File: config.mk
export PLATFORM = sky130hd
export DESIGN_NAME = rk_sequencer_flat
export DESIGN_NICKNAME = d
export VERILOG_FILES = /design/src/rtl/clefia_pkg.sv /design/src/rtl/rk_sequencer_if.sv /design/src/rtl/rk_regfile.sv /design/src/rtl/rk_sequencer.sv /design/src/flat_wrapper.sv
export SDC_FILE = /design/constraint.sdc
export NUM_CORES = 1
export LEC_CHECK = 0
export CORE_MARGIN = 4
export CORE_UTILIZATION = 40
export CTS_BUF_LIST = sky130_fd_sc_hd__clkbuf_4 sky130_fd_sc_hd__clkbuf_8
export DETAILED_ROUTE_END_ITERATION = 10
export PLACE_DENSITY_LB_ADDON = 0.12
export SYNTH_ARGS = -nofsm -noshare
export SYNTH_HDL_FRONTEND = slang
export SYNTH_HIERARCHICAL = 1
export SYNTH_SLANG_ARGS = --single-unit
File: constraint.sdc
create_clock -name clk -period 7.3 [get_ports clk]
set_input_delay 1.46 -clock clk [delete_from_list [all_inputs] [get_ports clk]]
set_output_delay 1.46 -clock clk [all_outputs]
set_load 0.1 [all_outputs]
File: src/rtl/clefia_pkg.sv
// Shared CLEFIA constants: round-key counts per key size, the sequencer FSM
// state encoding and the whitening-key slot indices.
package clefia_pkg;

    localparam int NUM_RK_128 = 36;
    localparam int NUM_RK_192 = 44;
    localparam int NUM_RK_256 = 52;

    localparam int WK0_IDX = 0;
    localparam int WK1_IDX = 1;
    localparam int WK2_IDX = 2;
    localparam int WK3_IDX = 3;

    typedef enum logic [1:0] {
        ST_IDLE   = 2'd0,
        ST_LOAD   = 2'd1,
        ST_LOADED = 2'd2,
        ST_STREAM = 2'd3
    } rk_state_e;

    // Round keys in one schedule for a given key length in bits.
    function automatic int rk_count(input int key_bits);
        case (key_bits)
            192:     return NUM_RK_192;
            256:     return NUM_RK_256;
            default: return NUM_RK_128;
        endcase
    endfunction

endpackage

File: src/rtl/rk_sequencer_if.sv
// Round-key write port (from key expansion) and round-key stream (to the
// data path). The master modport is the sequencer side.
interface rk_sequencer_if;

    logic        rk_wr_valid;
    logic [31:0] rk_wr_data;
    logic        rk_wr_ready;
    logic [31:0] rk_out;
    logic        rk_valid;
    logic        rk_ready;

    modport master (
        input  rk_wr_valid, rk_wr_data, rk_ready,
        output rk_wr_ready, rk_out, rk_valid
    );

    modport slave (
        output rk_wr_valid, rk_wr_data, rk_ready,
        input  rk_wr_ready, rk_out, rk_valid
    );

endinterface

File: src/rtl/rk_regfile.sv
// Round-key storage: DEPTH x 32 registers, one synchronous write port and one
// combinational read port. Contents are deliberately not reset.
module rk_regfile #(
    parameter int DEPTH = 36,
    parameter int AW    = 6
) (
    input  logic          clk,
    input  logic          we,
    input  logic [AW-1:0] wr_idx,
    input  logic [31:0]   wr_data,
    input  logic [AW-1:0] rd_idx,
    output logic [31:0]   rd_data
);

    logic [31:0] mem [DEPTH];

    always_ff @(posedge clk) begin
        if (we) mem[wr_idx] <= wr_data;
    end

    assign rd_data = mem[rd_idx];

endmodule

File: src/rtl/rk_sequencer.sv
// CLEFIA round-key sequencer: buffers one key schedule and streams it in
// encrypt or decrypt order. Decrypt ordering exists only with RK_SEQ_DECRYPT_EN.
module rk_sequencer
    import clefia_pkg::*;
#(
    parameter int NUM_RK = NUM_RK_128,
    parameter int AW     = 6
) (
    input  logic                  clk,
    input  logic                  rst_n,
    input  logic [127:0]          wk_in,
    input  logic                  wk_load,
    input  logic                  start,
    input  logic                  decrypt,
    input  logic                  clear,
    rk_sequencer_if.master        bus,
    output logic [31:0]           wk0_out,
    output logic [31:0]           wk1_out,
    output logic                  busy,
    output logic                  done,
    output logic                  load_err
);

    localparam logic [AW-1:0] LAST_IDX = AW'(NUM_RK - 1);

    rk_state_e     state;
    logic [AW-1:0] wr_ptr;
    logic [AW-1:0] count;
    logic [AW-1:0] rd_idx;
    logic [31:0]   rd_data;
    logic [31:0]   wk_reg [4];
    logic          mode;
    logic          after_final;
    logic          in_load_phase;
    logic          wr_fire;
    logic          hi_pair;

    assign in_load_phase = (state == ST_IDLE) || (state == ST_LOAD);
    assign wr_fire       = bus.rk_wr_valid && in_load_phase && !clear;

    always_ff @(posedge clk or negedge rst_n) begin
        if (!rst_n) begin
            state       <= ST_IDLE;
            wr_ptr      <= '0;
            count       <= '0;
            after_final <= 1'b0;
            done        <= 1'b0;
            load_err    <= 1'b0;
        end else begin
            done     <= 1'b0;
            load_err <= 1'b0;
            if (clear) begin
                state       <= ST_IDLE;
                wr_ptr      <= '0;
                count       <= '0;
                after_final <= 1'b0;
            end else begin
                case (state)
                    ST_IDLE, ST_LOAD: begin
                        if (start) load_err <= 1'b1;
                        if (wr_fire) begin
                            wr_ptr <= wr_ptr + AW'(1);
                            state  <= (wr_ptr == LAST_IDX) ? ST_LOADED : ST_LOAD;
                        end
                    end
                    ST_LOADED: begin
                        if (start) begin
                            state       <= ST_STREAM;
                            count       <= '0;
                            after_final <= 1'b0;
                        end
                    end
                    ST_STREAM: begin
                        if (bus.rk_ready) begin
                            if (count == LAST_IDX) begin
                                // Keys stay in place so the next block can restart at once.
                                state       <= ST_LOADED;
                                count       <= '0;
                                done        <= 1'b1;
                                after_final <= 1'b1;
                            end else begin
                                count <= count + AW'(1);
                            end
                        end
                    end
                    default: state <= ST_IDLE;
                endcase
            end
        end
    end

`ifdef RK_SEQ_DECRYPT_EN
    localparam logic [AW-1:0] DEC_BASE = AW'(NUM_RK - 2);

    always_ff @(posedge clk or negedge rst_n) begin
        if (!rst_n) begin
            mode <= 1'b0;
        end else if (!clear && state == ST_LOADED && start) begin
            mode <= decrypt;
        end
    end

    // Decrypt walks key pairs from the top down, keeping each pair in order.
    assign rd_idx = mode ? (DEC_BASE - {count[AW-1:1], 1'b0} + {{(AW-1){1'b0}}, count[0]})
                         : count;
`else
    logic decrypt_unused;
    assign decrypt_unused = decrypt;
    assign mode           = 1'b0;
    assign rd_idx         = count;
`endif

    always_ff @(posedge clk or negedge rst_n) begin
        if (!rst_n) begin
            for (int i = 0; i < 4; i++) wk_reg[i] <= '0;
        end else if (wk_load && state != ST_STREAM) begin
            wk_reg[WK0_IDX] <= wk_in[127:96];
            wk_reg[WK1_IDX] <= wk_in[95:64];
            wk_reg[WK2_IDX] <= wk_in[63:32];
            wk_reg[WK3_IDX] <= wk_in[31:0];
        end
    end

    rk_regfile #(
        .DEPTH (NUM_RK),
        .AW    (AW)
    ) u_regfile (
        .clk     (clk),
        .we      (wr_fire),
        .wr_idx  (wr_ptr),
        .wr_data (bus.rk_wr_data),
        .rd_idx  (rd_idx),
        .rd_data (rd_data)
    );

    assign bus.rk_wr_ready = in_load_phase;
    assign bus.rk_valid    = (state == ST_STREAM);
    assign bus.rk_out      = bus.rk_valid ? rd_data : '0;
    assign busy            = (state == ST_STREAM);

    // The pair flips once the final key of a block has been accepted.
    assign hi_pair = !in_load_phase && (mode ^ after_final);
    assign wk0_out = hi_pair ? wk_reg[WK2_IDX] : wk_reg[WK0_IDX];
    assign wk1_out = hi_pair ? wk_reg[WK3_IDX] : wk_reg[WK1_IDX];

endmodule

File: src/flat_wrapper.sv
// flat-port wrapper written by rule: the top's interface ports become plain ports
module rk_sequencer_flat import clefia_pkg::*;
#(
    parameter int NUM_RK = NUM_RK_128,
    parameter int AW     = 6
)
  (clk, rst_n, wk_in, wk_load, start, decrypt, clear, wk0_out, wk1_out, busy, done, load_err, bus_rk_wr_valid, bus_rk_wr_data, bus_rk_ready, bus_rk_wr_ready, bus_rk_out, bus_rk_valid);
  rk_sequencer_if bus_i ();
  input  logic clk;
  input  logic rst_n;
  input  logic [127:0] wk_in;
  input  logic wk_load;
  input  logic start;
  input  logic decrypt;
  input  logic clear;
  output logic [31:0] wk0_out;
  output logic [31:0] wk1_out;
  output logic busy;
  output logic done;
  output logic load_err;
  input wire logic [$bits(bus_i.rk_wr_valid)-1:0] bus_rk_wr_valid;
  input wire logic [$bits(bus_i.rk_wr_data)-1:0] bus_rk_wr_data;
  input wire logic [$bits(bus_i.rk_ready)-1:0] bus_rk_ready;
  output wire logic [$bits(bus_i.rk_wr_ready)-1:0] bus_rk_wr_ready;
  output wire logic [$bits(bus_i.rk_out)-1:0] bus_rk_out;
  output wire logic [$bits(bus_i.rk_valid)-1:0] bus_rk_valid;
  assign bus_i.rk_wr_valid = bus_rk_wr_valid;
  assign bus_i.rk_wr_data = bus_rk_wr_data;
  assign bus_i.rk_ready = bus_rk_ready;
  assign bus_rk_wr_ready = bus_i.rk_wr_ready;
  assign bus_rk_out = bus_i.rk_out;
  assign bus_rk_valid = bus_i.rk_valid;
  rk_sequencer #(.NUM_RK(NUM_RK), .AW(AW)) u_core (.clk(clk), .rst_n(rst_n), .wk_in(wk_in), .wk_load(wk_load), .start(start), .decrypt(decrypt), .clear(clear), .bus(bus_i), .wk0_out(wk0_out), .wk1_out(wk1_out), .busy(busy), .done(done), .load_err(load_err));
endmodule
==> impl_metrics.toml, run 1 <==
[worst_setup_path]
setup.worst_path.end = "bus_rk_out[24]"
end_kind = "output pin"
library_cell_contributing_the_largest_single_delay_on_the_critical_path = "dfrtp_4"
worst_r2r_startpoint = "u_core/state[1]"
crit_chain = "buf_4 > mux2i_1 > a22o_1 > a221oi_2 > o22ai_1 > o41ai_2 > and3_1 > clkdlybuf4s50_1"
crit_cells = 8
timing.critical_path.slowest_cell_delay_ns = 1.17
worstPathBufferInverterCount = 2
critPathLaunch = "u_core/count[0]"
cp_data_arrival_time_ns = 5.38
timing.reg2reg.setup_slack_ns = 3.01
critPathRequiredTime_ns = 5.84
reg2reg_to = "u_core/u_regfile/mem[24][10]"
critical_path_class = "flip-flop to output pin"
cpLargestDelayFamily = "buffers and inverters"
r2r_cells = 7
worstSetupStartpointType = "flip-flop"
critPathMaxFanout = 53

[timing]
setup_tns_ns = 0
final.setup_skew_ns = 0.05214
final_min_period_over_clock_period_pct = 93.64
setup_repair_after_global_routing_missed_its_margin = "no"
clock.fmax_mhz = 146.3
max-slew-margin-rel_pct = 11.48
drv_slew = 0
report.final.hold_viol_count = 0
report.final.setup_viol = 0
worst_pin_slew_ns = 1.324
period_needed_ns = 6.836
fin_hold_ws_ns = 0.4869

[die]
design.portCount = 269
die-height_um = 369.4
die_area_um2 = 136400
initial_utilization_pct = 40.29
core_area_um2 = 129600
dieWidth_um = 369.4
core.rowCount = 132

[finish]
most-common-layout-cells = "1152 x edfxtp_1, 514 x mux2i_1, 254 x clkdlybuf4s50_1"
multi_input_area_um2 = 13260
synthToLayoutAreaGrowth_pct = 17.62
largest_register_ffs = 1152
num-fill-cells = 10960
final_common_cell = "edfxtp_1"
final_core_utilization_pct = 47.39
num-nets-final = 3380
area.sequential_um2 = 38230
drive_gt1_share_pct = 23.20

[logic_synthesis]
synth_area_per_cell_um2 = 18.74
synthFlopType = "edfxtp_1"
mappedNetlistArea_um2 = 52240
dominant_combinational_cell_family_by_area_after_synthesis = "multiplexers"
synth-async-reset-ratio_pct = 11.18
ys_warn_count = 6
synth.distinct_cells = 56
synth-compound-area-share_pct = 6.911
ys_ff_latch = 1297
xor_xnor_share_of_the_synthesized_area_pct = 0.03353
synth_fp_nets = 2957
muxShareOfSynthArea_pct = 16.23
synth_seq_area_share_pct = 73.17
post_synth_and_or_nand_nor_area_fraction_pct = 1.571
synth-adder-area-share_pct = 0.04791
post_synth_edffs = 1152
syn-instance-count = 2787

[pwr]
total_power_mw = 15.10
sequentialPowerShare_pct = 54.5
power_switching_mw = 3.402
vdd_ir_drop_max_v = 0.0001815
combinationalPowerShare_pct = 5.5
power.share.clock_pct = 40.0
power.internal_mw = 11.70
power.leakage_nw = 19.60
power.density_cell_area_nw_per_um2 = 245.7
p_sw_share_pct = 22.53

[clock_network]
clk_transition_reported_paths_ns = 0.06
holdBufCountCts = 0
cts_root_buf = "clkbuf_8"
cts-htree-levels = 4
post_cts_resize_count = 0
cts_sinks = 1297
cts_setup_buffers = 0
clk-insertion-delay-late_ns = 0.89
cts_tree = "done"
numCtsBuffers = 212
ctsLongestPathBuffers = 3

[place]
hpwl_mm = 83.94
place.port_buffers = 267
globalplace.congestion = 0.7985

[global_route]
grt_pass1_wl_mm = 206.0
grt_usage_pct = 20.82
grt_remaining_overflow = 0
antenna_found_initial = 9
grt_max_degree = 92
vias_in_the_first_global_route = 28970

[detailed_routing]
vias = 28230
wl_per_cell_um = 28.17
detailedRoute.firstPassIterationCount = 5
1st_iter_drt_viols = 2249
finalWirelength_mm = 144.5
postRouteAntennaNets = 0
viasPerCell = 5.504
route.detailed.drc = 0

[run_status]
run_status = "finished, final reports clean"

[hold_path]
hold_class = "flip-flop to flip-flop"

[run]
cap_viol_max_count = 0
layout make-up:
cell class / count / share of cell area [%]
Timing Repair Buffer: 382 / 6.014
Clock buffer: 287 / 5.747
Sequential cell: 1297 / 62.23
Multi-Input combinational cell: 1313 / 21.58
Tap cell: 1742 / 3.547
Antenna cell: 8 / 0.03258
Inverter: 4 / 0.02444
Clock inverter: 97 / 0.8288
synth_stat cells, types with 19 or more instances:
cell type | number | area (um^2)
mux2_2 | 53 | 596.8
mux2_4 | 120 | 1802
a22o_1 | 64 | 560.5
a22oi_1 | 128 | 960.9
buf_4 | 21 | 157.7
and3_1 | 34 | 212.7
nand2_1 | 40 | 150.1
mux4_2 | 32 | 720.7
dfrtp_1 | 145 | 3628
mux2i_1 | 514 | 5145
clkbuf_1 | 63 | 236.5
buf_2 | 36 | 180.2
a21oi_1 | 68 | 340.3
buf_6 | 33 | 371.6
nor2_1 | 44 | 165.2
o22ai_1 | 32 | 200.2
mux2_1 | 19 | 214.0
o41ai_2 | 32 | 520.5
a221oi_2 | 51 | 765.7
edfxtp_1 | 1152 | 34590
how the worst min path moves through the flow:
stage	from	end	cells after the start
after CTS	u_core/wk_reg[82]	u_core/wk_reg[82]	1
after global placement	u_core/wk_reg[87]	u_core/wk_reg[87]	1
after detailed placement	u_core/wk_reg[82]	u_core/wk_reg[82]	1
after floorplan	u_core/wk_reg[81]	u_core/wk_reg[81]	1
final	u_core/wk_reg[83]	u_core/wk_reg[83]	1
after global routing	u_core/wk_reg[83]	u_core/wk_reg[83]	1
routing by layer:
metal | global-route usage [%] | up-vias | part of all wire, %
li1 | - | 12170 | -
met1 | 29.07 | 14890 | 45
met2 | 33.06 | 966 | 47
met3 | 4.493 | 208 | 6.5
met4 | 5.791 | 0 | 2.1
met5 | 0 | - | 0
cell families (layout without fill, tap and decap cells):
family | after synthesis | in the layout
AOI/OAI and AO/OA | 410 | 410
xor gates and xnor gates | 2 | 2
adders and majority gates | 2 | 2
buffers and inverters | 177 | 770
DFF | 1297 | 1297
muxes | 738 | 738
other | 0 | 8
and+or+nand+nor | 161 | 161
stage by stage:
step	instance area [um^2]	instances	setup WS, ns
after floorplan	52240	2787	3.206
after global placement	57380	4738	1.366
after detailed placement	57380	4738	1.404
after CTS	61420	5122	0.3540
after global routing	61430	5125	0.1740
final	61440	5130	0.4639
power by group through the flow:
stage / logic [mW] / registers [mW] / clock network, mW
2_1_floorplan: 0.488 / 8.36 / 0
3_3_place_gp: 0.811 / 8.37 / 0
3_5_place_dp: 0.827 / 8.38 / 0
4_1_cts: 0.833 / 8.23 / 6.24
5_1_grt: 0.867 / 8.23 / 6.58
6_report: 0.827 / 8.23 / 6.04
(Power assumes the default switching activity.)
==> inputs of run 2 (changes only) <==
--- a/config.mk
+++ b/config.mk
@@ -5,6 +5,7 @@
 export SDC_FILE = /design/constraint.sdc
 export NUM_CORES = 1
 export LEC_CHECK = 0
+export CORE_ASPECT_RATIO = 1.1
 export CORE_MARGIN = 4
 export CORE_UTILIZATION = 40
 export CTS_BUF_LIST = sky130_fd_sc_hd__clkbuf_4 sky130_fd_sc_hd__clkbuf_8
==> impl_metrics.toml, run 2 (synthesized netlist as in run 1, its figures left out) <==
[detailed_routing]
vias = 28000
viasPerCell = 5.545
postRouteAntennaNets = 0
route.detailed.drc = 0
wl_per_cell_um = 28.24
finalWirelength_mm = 142.6
detailedRoute.firstPassIterationCount = 5
1st_iter_drt_viols = 2396

[die]
core.rowCount = 138
die-height_um = 387.0
die_area_um2 = 136400
dieWidth_um = 352.6
initial_utilization_pct = 40.44
core_area_um2 = 129200
design.portCount = 269

[timing]
final.setup_skew_ns = 0.03234
layout_setup_ws_ns = 0.5082
period_needed_ns = 6.792
fin_hold_ws_ns = 0.4851
final_min_period_over_clock_period_pct = 93.04
setup_repair_after_global_routing_missed_its_margin = "no"
report.final.setup_viol = 0
report.final.hold_viol_count = 0
clock.fmax_mhz = 147.2
worst_pin_slew_ns = 1.286
drv_slew = 0
max-slew-margin-rel_pct = 13.98
setup_tns_ns = 0

[clock_network]
post_cts_resize_count = 0
numCtsBuffers = 212
cts_setup_buffers = 0
cts_root_buf = "clkbuf_8"
ctsLongestPathBuffers = 3
cts_sinks = 1297
cts-htree-levels = 4
holdBufCountCts = 0
clk_transition_reported_paths_ns = 0.06
clk-insertion-delay-late_ns = 0.92
cts_tree = "done"

[finish]
num-fill-cells = 10850
most-common-layout-cells = "1152 x edfxtp_1, 514 x mux2i_1, 249 x clkdlybuf4s50_1"
final_core_utilization_pct = 47.47
final_design_area_no_fill_um2 = 61310
multi_input_area_um2 = 13260
num-nets-final = 3365
final_common_cell = "edfxtp_1"
synthToLayoutAreaGrowth_pct = 17.37
drive_gt1_share_pct = 23.78
area.sequential_um2 = 38230
largest_register_ffs = 1152
layoutNonFillerInstCount = 5050

[place]
hpwl_mm = 81.87
globalplace.congestion = 0.7717
placement.cell_area_um2 = 57070
place.port_buffers = 267
dpl_worst_slack_ns = 1.372
placedCellCount = 4660

[hold_path]
hold_class = "flip-flop to flip-flop"

[worst_setup_path]
critPathMaxFanout = 48
worstSetupStartpointType = "flip-flop"
crit_chain = "buf_12 > mux2i_1 > a22o_1 > a221oi_2 > o22ai_1 > o41ai_2 > and3_1 > clkdlybuf4s50_1"
end_kind = "output pin"
timing.critical_path.slowest_cell_delay_ns = 1.19
critical_path_class = "flip-flop to output pin"
cpLargestDelayFamily = "buffers and inverters"
worstPathBufferInverterCount = 2
critPathRequiredTime_ns = 5.84
cp_data_arrival_time_ns = 5.33
library_cell_contributing_the_largest_single_delay_on_the_critical_path = "clkdlybuf4s50_1"

[run]
cap_viol_max_count = 0

[global_route]
vias_in_the_first_global_route = 29070
antenna_found_initial = 15
grt_remaining_overflow = 0
grt_max_degree = 83
grt_usage_pct = 20.63
grt_pass1_wl_mm = 206.1

[run_status]
run_status = "finished, final reports clean"

[pwr]
power.density_cell_area_nw_per_um2 = 249.1
total_power_mw = 15.27
vdd_ir_drop_max_v = 0.0001612
power.leakage_nw = 19.63
run 2: cell count changes in the layout (fill, tap and decap cells not counted), sizes merged:
cell,change
inv,+6
diode,-6
clkinvlp,-3
clkdlybuf4s50,-5
buf,-10
clkbuf,+24
clkinv,-24
run 2: cell type report:
| cell class | instances | share of cell area, % |
|---|---|---|
| repair buffers | 367 | 5.667 |
| clock inverters | 76 | 0.7592 |
| clock buffers | 311 | 6.124 |
| inverters | 4 | 0.02449 |
| flip-flops and latches | 1297 | 62.36 |
| well taps | 1680 | 3.429 |
| diodes | 2 | 0.008163 |
| multi-input cells | 1313 | 21.63 |
run 2: final timing paths:
path                                         from                           to  slack (ns)  cells after the start
max in group asynchronous                   rst_n            u_core/wk_reg[88]        5.30                      2
worst min-delay path            u_core/wk_reg[87]            u_core/wk_reg[87]        0.49                      1
worst max-delay path              u_core/count[0]               bus_rk_out[27]        0.51                      8
min in group asynchronous                   rst_n            u_core/wk_reg[57]        0.58                      1
worst max register to register    u_core/state[1]  u_core/u_regfile/mem[26][7]        3.15                      7
worst min register to register  u_core/wk_reg[87]            u_core/wk_reg[87]        0.49                      1
run 2: power by group:
| part | switching [mW] | internal (mW) |
|---|---|---|
| Clock | 2.82 | 3.40 |
| Combinational | 0.531 | 0.289 |
| Sequential | 0.0453 | 8.19 |
| Total | 3.40 | 11.9 |
run 2: per-layer routing:
layer	routed length (um)	part of all wire (%)	vias to the layer above	track usage (%)
met1	62980	44	14610	28.49
met5	92	0.065	-	0
met3	9917	7.0	219	4.921
met4	2949	2.1	14	5.620
met2	66680	47	1016	32.85
li1	-	-	12140	-
